`config.mk`:
```
export PLATFORM = sky130hd
export DESIGN_NAME = unified_mem_arbiter_flat
export DESIGN_NICKNAME = d
export VERILOG_FILES = /design/src/rtl/unified_mem_arbiter_if.sv /design/src/rtl/unified_mem_arbiter.sv /design/src/flat_wrapper.sv
export SDC_FILE = /design/constraint.sdc
export NUM_CORES = 1
export LEC_CHECK = 0
export BUFFER_PORTS_ARGS = -buffer_cell sky130_fd_sc_hd__buf_2
export CORE_AREA = 2 2 106 108
export DETAILED_ROUTE_END_ITERATION = 16
export DIE_AREA = 0 0 108 110
export PLACE_DENSITY = 0.63
export SLEW_MARGIN = 20
export SYNTH_ARGS = -nofsm -noshare
export SYNTH_HDL_FRONTEND = slang
export SYNTH_SLANG_ARGS = --single-unit
export TNS_END_PERCENT = 50
```
`constraint.sdc`:
```
create_clock -name clk_i -period 4.19 [get_ports clk_i]
set_input_delay 0.2095 -clock clk_i [delete_from_list [all_inputs] [get_ports clk_i]]
set_output_delay 0.2095 -clock clk_i [all_outputs]
set_load 0.01 [all_outputs]
```
`src/rtl/unified_mem_arbiter_if.sv`:
```
// Bus bundle for the unified memory arbiter: fetch port, load/store port and memory port.
// The master modport is the arbiter's view; slave is the surrounding core/memory view.
interface unified_mem_arbiter_if #(
  parameter int ADDR_WIDTH = 32
);
  logic                  if_req_i;
  logic [ADDR_WIDTH-1:0] if_addr_i;
  logic                  if_gnt_o;
  logic                  if_rvalid_o;
  logic [31:0]           if_rdata_o;

  logic                  ls_req_i;
  logic                  ls_we_i;
  logic                  ls_byte_i;
  logic [ADDR_WIDTH-1:0] ls_addr_i;
  logic [31:0]           ls_wdata_i;
  logic                  ls_gnt_o;
  logic                  ls_rvalid_o;
  logic [31:0]           ls_rdata_o;

  logic                  mem_req_o;
  logic                  mem_we_o;
  logic [3:0]            mem_be_o;
  logic [ADDR_WIDTH-1:0] mem_addr_o;
  logic [31:0]           mem_wdata_o;
  logic [31:0]           mem_rdata_i;

  modport master (
    input  if_req_i, if_addr_i,
    output if_gnt_o, if_rvalid_o, if_rdata_o,
    input  ls_req_i, ls_we_i, ls_byte_i, ls_addr_i, ls_wdata_i,
    output ls_gnt_o, ls_rvalid_o, ls_rdata_o,
    output mem_req_o, mem_we_o, mem_be_o, mem_addr_o, mem_wdata_o,
    input  mem_rdata_i
  );

  modport slave (
    output if_req_i, if_addr_i,
    input  if_gnt_o, if_rvalid_o, if_rdata_o,
    output ls_req_i, ls_we_i, ls_byte_i, ls_addr_i, ls_wdata_i,
    input  ls_gnt_o, ls_rvalid_o, ls_rdata_o,
    input  mem_req_o, mem_we_o, mem_be_o, mem_addr_o, mem_wdata_o,
    output mem_rdata_i
  );
endinterface

```
`src/rtl/unified_mem_arbiter.sv`:
```
// Single-outstanding arbiter sharing a fixed-latency memory between fetch and load/store,
// with load/store priority, bounded fetch starvation and byte-lane steering.
module unified_mem_arbiter #(
  parameter int ADDR_WIDTH   = 32,
  parameter int MEM_LATENCY  = 2,
  parameter int STARVE_LIMIT = 4
) (
  input  logic                   clk_i,
  input  logic                   rst_ni,
  unified_mem_arbiter_if.master  bus
);
  localparam int CNT_W    = $clog2(MEM_LATENCY + 1);
  localparam int STARVE_W = $clog2(STARVE_LIMIT + 1);

  typedef enum logic {IDLE, WAIT} state_e;

  state_e                state_q, state_d;
  logic [CNT_W-1:0]      cnt_q, cnt_d;
  logic [STARVE_W-1:0]   starve_q, starve_d;
  logic                  owner_ls_q, byte_q, we_q;
  logic [1:0]            off_q;
  logic                  ret, slot, starved, gnt_ls, gnt_if;

  function automatic logic [3:0] lane_be(input logic is_byte, input logic [1:0] off);
    return is_byte ? (4'b0001 << off) : 4'b1111;
  endfunction

  function automatic logic [31:0] lane_extract(input logic [31:0] word, input logic [1:0] off);
    return {24'b0, word[8*off +: 8]};
  endfunction

  always_comb begin
    ret     = (state_q == WAIT) && (cnt_q == CNT_W'(MEM_LATENCY));
    slot    = (state_q == IDLE) || ret;
    starved = bus.if_req_i && (starve_q == STARVE_W'(STARVE_LIMIT));
    gnt_ls  = slot && bus.ls_req_i && !starved;
    gnt_if  = slot && bus.if_req_i && !gnt_ls;
  end

  always_ff @(posedge clk_i or negedge rst_ni) begin
    if (!rst_ni) begin
      state_q  <= IDLE;
      cnt_q    <= '0;
      starve_q <= '0;
    end else begin
      state_q  <= state_d;
      cnt_q    <= cnt_d;
      starve_q <= starve_d;
    end
  end

  // Transaction attributes only matter while WAIT, so they need no reset.
  always_ff @(posedge clk_i) begin
    if (gnt_ls || gnt_if) begin
      owner_ls_q <= gnt_ls;
      byte_q     <= gnt_ls && bus.ls_byte_i;
      we_q       <= gnt_ls && bus.ls_we_i;
      off_q      <= bus.ls_addr_i[1:0];
    end
  end

  always_comb begin
    state_d  = state_q;
    cnt_d    = cnt_q;
    starve_d = starve_q;

    if (slot) begin
      if (gnt_ls || gnt_if) begin
        state_d = WAIT;
        cnt_d   = CNT_W'(1);
      end else begin
        state_d = IDLE;
        cnt_d   = '0;
      end
    end else begin
      cnt_d = cnt_q + CNT_W'(1);
    end

    if (!bus.if_req_i || gnt_if)
      starve_d = '0;
    else if (gnt_ls && (starve_q != STARVE_W'(STARVE_LIMIT)))
      starve_d = starve_q + STARVE_W'(1);

    bus.if_gnt_o    = gnt_if;
    bus.ls_gnt_o    = gnt_ls;
    bus.mem_req_o   = gnt_if || gnt_ls;
    bus.mem_we_o    = 1'b0;
    bus.mem_be_o    = 4'b0000;
    bus.mem_addr_o  = '0;
    bus.mem_wdata_o = '0;
    if (gnt_ls) begin
      bus.mem_we_o    = bus.ls_we_i;
      bus.mem_be_o    = lane_be(bus.ls_byte_i, bus.ls_addr_i[1:0]);
      bus.mem_addr_o  = {bus.ls_addr_i[ADDR_WIDTH-1:2], 2'b00};
      bus.mem_wdata_o = bus.ls_byte_i ? {4{bus.ls_wdata_i[7:0]}} : bus.ls_wdata_i;
    end else if (gnt_if) begin
      bus.mem_be_o    = 4'b1111;
      bus.mem_addr_o  = {bus.if_addr_i[ADDR_WIDTH-1:2], 2'b00};
    end

    bus.if_rvalid_o = ret && !owner_ls_q;
    bus.ls_rvalid_o = ret && owner_ls_q;
    bus.if_rdata_o  = '0;
    bus.ls_rdata_o  = '0;
    if (bus.if_rvalid_o)
      bus.if_rdata_o = bus.mem_rdata_i;
    if (bus.ls_rvalid_o && !we_q)
      bus.ls_rdata_o = byte_q ? lane_extract(bus.mem_rdata_i, off_q) : bus.mem_rdata_i;
  end
endmodule

```
`src/flat_wrapper.sv`:
```
// flat-port wrapper written by rule: the top's interface ports become plain ports
module unified_mem_arbiter_flat 
#(
  parameter int ADDR_WIDTH   = 32,
  parameter int MEM_LATENCY  = 2,
  parameter int STARVE_LIMIT = 4
)
  (clk_i, rst_ni, bus_if_req_i, bus_if_addr_i, bus_if_gnt_o, bus_if_rvalid_o, bus_if_rdata_o, bus_ls_req_i, bus_ls_we_i, bus_ls_byte_i, bus_ls_addr_i, bus_ls_wdata_i, bus_ls_gnt_o, bus_ls_rvalid_o, bus_ls_rdata_o, bus_mem_req_o, bus_mem_we_o, bus_mem_be_o, bus_mem_addr_o, bus_mem_wdata_o, bus_mem_rdata_i);
  unified_mem_arbiter_if #(.ADDR_WIDTH(ADDR_WIDTH)) bus_i ();
  input  logic clk_i;
  input  logic rst_ni;
  input wire logic [$bits(bus_i.if_req_i)-1:0] bus_if_req_i;
  input wire logic [$bits(bus_i.if_addr_i)-1:0] bus_if_addr_i;
  output wire logic [$bits(bus_i.if_gnt_o)-1:0] bus_if_gnt_o;
  output wire logic [$bits(bus_i.if_rvalid_o)-1:0] bus_if_rvalid_o;
  output wire logic [$bits(bus_i.if_rdata_o)-1:0] bus_if_rdata_o;
  input wire logic [$bits(bus_i.ls_req_i)-1:0] bus_ls_req_i;
  input wire logic [$bits(bus_i.ls_we_i)-1:0] bus_ls_we_i;
  input wire logic [$bits(bus_i.ls_byte_i)-1:0] bus_ls_byte_i;
  input wire logic [$bits(bus_i.ls_addr_i)-1:0] bus_ls_addr_i;
  input wire logic [$bits(bus_i.ls_wdata_i)-1:0] bus_ls_wdata_i;
  output wire logic [$bits(bus_i.ls_gnt_o)-1:0] bus_ls_gnt_o;
  output wire logic [$bits(bus_i.ls_rvalid_o)-1:0] bus_ls_rvalid_o;
  output wire logic [$bits(bus_i.ls_rdata_o)-1:0] bus_ls_rdata_o;
  output wire logic [$bits(bus_i.mem_req_o)-1:0] bus_mem_req_o;
  output wire logic [$bits(bus_i.mem_we_o)-1:0] bus_mem_we_o;
  output wire logic [$bits(bus_i.mem_be_o)-1:0] bus_mem_be_o;
  output wire logic [$bits(bus_i.mem_addr_o)-1:0] bus_mem_addr_o;
  output wire logic [$bits(bus_i.mem_wdata_o)-1:0] bus_mem_wdata_o;
  input wire logic [$bits(bus_i.mem_rdata_i)-1:0] bus_mem_rdata_i;
  assign bus_i.if_req_i = bus_if_req_i;
  assign bus_i.if_addr_i = bus_if_addr_i;
  assign bus_if_gnt_o = bus_i.if_gnt_o;
  assign bus_if_rvalid_o = bus_i.if_rvalid_o;
  assign bus_if_rdata_o = bus_i.if_rdata_o;
  assign bus_i.ls_req_i = bus_ls_req_i;
  assign bus_i.ls_we_i = bus_ls_we_i;
  assign bus_i.ls_byte_i = bus_ls_byte_i;
  assign bus_i.ls_addr_i = bus_ls_addr_i;
  assign bus_i.ls_wdata_i = bus_ls_wdata_i;
  assign bus_ls_gnt_o = bus_i.ls_gnt_o;
  assign bus_ls_rvalid_o = bus_i.ls_rvalid_o;
  assign bus_ls_rdata_o = bus_i.ls_rdata_o;
  assign bus_mem_req_o = bus_i.mem_req_o;
  assign bus_mem_we_o = bus_i.mem_we_o;
  assign bus_mem_be_o = bus_i.mem_be_o;
  assign bus_mem_addr_o = bus_i.mem_addr_o;
  assign bus_mem_wdata_o = bus_i.mem_wdata_o;
  assign bus_i.mem_rdata_i = bus_mem_rdata_i;
  unified_mem_arbiter #(.ADDR_WIDTH(ADDR_WIDTH), .MEM_LATENCY(MEM_LATENCY), .STARVE_LIMIT(STARVE_LIMIT)) u_core (.clk_i(clk_i), .rst_ni(rst_ni), .bus(bus_i));
endmodule
```
==> impl_metrics.prom <==
# TYPE chip_impl_metric gauge
chip_impl_info{name="run_status",value="complete, no violations"} 1
chip_impl_metric{name="whs_path_depth",unit=""} 1
chip_impl_metric{name="total_power",unit="mW"} 1.14
chip_impl_metric{name="yosys-mux-area-fraction",unit=""} 0.0405
chip_impl_metric{name="clk_buf_depth",unit=""} 2
chip_impl_metric{name="initial_util",unit=""} 0.185
chip_impl_metric{name="synth_top_cell_area_share",unit=""} 0.212
chip_impl_metric{name="placement.io_buffers",unit=""} 267
chip_impl_metric{name="drcViolationCount",unit=""} 0
chip_impl_metric{name="synth-edff-count",unit=""} 5
chip_impl_metric{name="drv_cap",unit=""} 0
chip_impl_metric{name="synth.lib_cells_used.distinct",unit=""} 38
chip_impl_metric{name="core-area",unit="um2"} 10700
chip_impl_metric{name="worst_ir_drop_vdd",unit="V"} 0.000128
chip_impl_metric{name="all_layer_gr_usage",unit=""} 0.143
chip_impl_metric{name="postRouteWirelength",unit="um"} 9780
chip_impl_info{name="cts-root-buf",value="sky130_fd_sc_hd__clkbuf_8"} 1
chip_impl_metric{name="drt-pass1-iter-count",unit=""} 4
chip_impl_metric{name="clock_latency",unit="ns"} 0.23
chip_impl_info{name="kind_of_critical_path",value="flop to output pin"} 1
chip_impl_metric{name="synth.yosys.seq_area_share",unit=""} 0.152
chip_impl_info{name="yosysMostFrequentCell",value="sky130_fd_sc_hd__and2_1"} 1
chip_impl_metric{name="first_global_vias",unit=""} 2484
chip_impl_info{name="grt_setup_unrepaired",value="false"} 1
chip_impl_metric{name="antenna_left",unit=""} 0
chip_impl_metric{name="total_of_fill_cells_in_the_finished_design",unit=""} 1151
chip_impl_metric{name="finalHoldViolations",unit=""} 0
chip_impl_metric{name="die_area",unit="um2"} 11900
chip_impl_info{name="combinational_family_with_the_most_area_after_synthesis",value="simple AND/OR/NAND/NOR gates"} 1
chip_impl_metric{name="design.final.nets",unit=""} 653
chip_impl_metric{name="post-cts-setup-buffers",unit=""} 0
chip_impl_metric{name="totalNegativeSetupSlack",unit="ns"} 0
chip_impl_metric{name="synth_fa_ha_area_frac",unit=""} 0.0190
chip_impl_info{name="synth.area.top_cells",value="sky130_fd_sc_hd__and2_1 21%, sky130_fd_sc_hd__a22o_1 13%, sky130_fd_sc_hd__nand2b_1 8.5%, sky130_fd_sc_hd__dfrtp_1 7.6%, sky130_fd_sc_hd__edfxtp_1 7.6%"} 1
chip_impl_metric{name="overflow",unit=""} 0
chip_impl_metric{name="post-route-util",unit=""} 0.318
chip_impl_metric{name="final_period_minus_worst_setup_slack",unit="ns"} 2.76
chip_impl_metric{name="syn_area",unit="um2"} 1980
chip_impl_metric{name="powerDensity",unit="nW/um2"} 334
chip_impl_metric{name="grt_pass1_wl",unit="um"} 13100
chip_impl_info{name="cts_tree",value="yes"} 1
chip_impl_metric{name="r2r_cells",unit=""} 6
chip_impl_metric{name="numPlacedInstances",unit=""} 650
chip_impl_metric{name="timing.clock.skew",unit="ns"} 0.000731
chip_impl_metric{name="multi_input_comb_area",unit="um2"} 1510
chip_impl_metric{name="cts_buffers",unit=""} 3
chip_impl_metric{name="syn-mean-instance-area",unit="um2"} 7.38
chip_impl_metric{name="synthToLayoutAreaGrowth",unit="%"} 72.1
chip_impl_metric{name="via_count",unit=""} 2910
chip_impl_metric{name="pleak",unit="nW"} 2.04
chip_impl_metric{name="routabilityCongestion",unit=""} 0.877
chip_impl_metric{name="final_min_period_over_clock_period",unit=""} 0.659
chip_impl_metric{name="fraction_of_layout_instances_using_a_drive_strength_above_1",unit=""} 0.532
chip_impl_metric{name="pin_count_of_the_biggest_net_entering_global_routing",unit=""} 47
chip_impl_metric{name="worst-endpoint-arrival",unit="ns"} 2.55
chip_impl_metric{name="slew_headroom",unit=""} 0.526
chip_impl_metric{name="die_height",unit="um"} 110
chip_impl_metric{name="rows",unit=""} 38
chip_impl_metric{name="detailed_place_hpwl",unit="um"} 8680
chip_impl_metric{name="finalHoldWorstSlack",unit="ns"} 0.218
chip_impl_metric{name="synthCells",unit=""} 268
chip_impl_metric{name="detail_route.iter0.violations",unit=""} 99
chip_impl_metric{name="timing.final.max_slew_violations",unit=""} 0
chip_impl_metric{name="instances_no_fill",unit=""} 656
chip_impl_info{name="synth_top_cell_by_area",value="sky130_fd_sc_hd__and2_1"} 1
chip_impl_metric{name="cts.htree.levels",unit=""} 1
chip_impl_info{name="critical_path.endpoint_type",value="output pin"} 1
chip_impl_metric{name="synth-simple-area-share",unit=""} 0.404
chip_impl_info{name="synth_common_cells",value="67 x sky130_fd_sc_hd__and2_1, 30 x sky130_fd_sc_hd__a22o_1, 27 x sky130_fd_sc_hd__a21oi_1, 27 x sky130_fd_sc_hd__nand2b_1"} 1
chip_impl_metric{name="worstMarginPinSlew",unit="ns"} 0.709
chip_impl_metric{name="critPathRequiredTime",unit="ns"} 3.98
chip_impl_metric{name="dieWidth",unit="um"} 108
chip_impl_metric{name="compound_gate_portion_of_the_synthesized_area",unit=""} 0.295
chip_impl_info{name="critPathLaunchType",value="flop"} 1
chip_impl_metric{name="pin_count",unit=""} 272
chip_impl_metric{name="async_flop_share",unit=""} 0.545
chip_impl_info{name="hold_path.class",value="input port to flop"} 1
chip_impl_metric{name="post_synth_xor_area_fraction",unit=""} 0
chip_impl_metric{name="synthesized_flop_and_latch_total",unit=""} 11
chip_impl_metric{name="cp_max_fo",unit=""} 46
chip_impl_metric{name="antenna_found_initial",unit=""} 1
chip_impl_metric{name="drt-wirelength-per-cell",unit="um"} 14.9
chip_impl_metric{name="cts.sinks",unit=""} 11
chip_impl_metric{name="finalSetupViolCount",unit=""} 0
chip_impl_metric{name="fmax",unit="MHz"} 362
chip_impl_metric{name="seqCellArea",unit="um2"} 300
chip_impl_metric{name="synth-warning-count",unit=""} 0
chip_impl_metric{name="postCtsResizedCells",unit=""} 0
chip_impl_metric{name="holdBufCountCts",unit=""} 1
chip_impl_metric{name="clk_slew_on_worst_s_h_paths",unit="ns"} 0.05
chip_impl_info{name="predominant_post_synthesis_flop_cell",value="sky130_fd_sc_hd__dfrtp_1"} 1
chip_impl_metric{name="avg_vias_per_cell",unit=""} 4.44
## cells in the final DEF (no fill, tap or decap), types with 4 or more instances in the layout
master and count:
sky130_fd_sc_hd__inv_1 4, sky130_fd_sc_hd__o21ai_0 9, sky130_fd_sc_hd__a21oi_1 27, sky130_fd_sc_hd__edfxtp_1 5, sky130_fd_sc_hd__buf_2 267, sky130_fd_sc_hd__nand2b_1 27
sky130_fd_sc_hd__nand2_1 12, sky130_fd_sc_hd__dfrtp_1 6, sky130_fd_sc_hd__nor2b_1 9, sky130_fd_sc_hd__a22o_1 30, sky130_fd_sc_hd__and2_1 67, sky130_fd_sc_hd__mux2i_1 8
sky130_fd_sc_hd__a221oi_1 7
## report_power, final
group	total (mW)	switching (mW)	internal (mW)
logic	0.841	0.485	0.357
registers	0.193	0.0385	0.155
clock network	0.102	0.0357	0.0664
total	1.14	0.559	0.578
## routing by layer
layer | vias to the layer above | wire length, um | global-route usage
met1 | 1301 | 3420 | 0.148
met3 | 6 | 776 | 0.0123
li1 | 1429 | - | -
met4 | 0 | 136 | 0.0440
met2 | 174 | 5450 | 0.300
met5 | - | 0 | 0
## worst max-delay path, stage by stage (launching register included)
cell and delay [ns]:
sky130_fd_sc_hd__dfrtp_1 0.37, sky130_fd_sc_hd__inv_1 0.06, sky130_fd_sc_hd__ha_1 0.20, sky130_fd_sc_hd__nand2b_1 0.34
sky130_fd_sc_hd__nand3_4 0.29, sky130_fd_sc_hd__inv_2 0.62, sky130_fd_sc_hd__a22o_1 0.28, sky130_fd_sc_hd__buf_2 0.14
## sequential cells by signal (all words and copies together), names as in the netlist
signal,cells
u_core.byte_q,1
u_core.cnt_q,2
u_core.off_q,2
u_core.owner_ls_q,1
u_core.starve_q,3
u_core.state_q,1
u_core.we_q,1
## kinds of logic (layout without fill, tap and decap cells)
family / after synthesis / count (layout)
AO/OA/AOI/OAI: 84 / 84
buffers and inverters: 32 / 278
flip-flops: 11 / 11
AND/OR/NAND/NOR: 129 / 129
adder cells (fa/ha/maj): 3 / 3
multiplexers: 8 / 8
other: 1 / 3
## cell type report
class                      count  area share
multi-input combinational    226       0.443
timing repair buffer         269       0.398
sequential                    11      0.0883
tap                          140      0.0515
clock buffer                   4      0.0132
inverter                       5     0.00552
antenna                        1    0.000736
## final timing paths
kind	from	slack (ns)	to
max	u_core.cnt_q[0]$_DFF_PN0_	1.43	bus_mem_addr_o[4]
max in group asynchronous	rst_ni	3.69	u_core.state_q$_DFFE_PN0N_
max reg2reg	u_core.cnt_q[0]$_DFF_PN0_	1.87	u_core.we_q$_DFFE_PP_
min in group asynchronous	rst_ni	0.36	u_core.starve_q[0]$_DFFE_PN0P_
min	bus_ls_addr_i[1]	0.22	u_core.off_q[1]$_DFFE_PP_
min reg2reg	u_core.cnt_q[0]$_DFF_PN0_	0.49	u_core.cnt_q[0]$_DFF_PN0_
## stage by stage
stage / worst slack (ns) / cell area (um2)
after global placement: 1.71 / 3340
after CTS: 1.37 / 3400
final: 1.43 / 3400
after floorplan: 2.49 / 1980
after detailed placement: 1.64 / 3340
after global routing: 1.17 / 3400
Power figures use the tool's default switching activity.
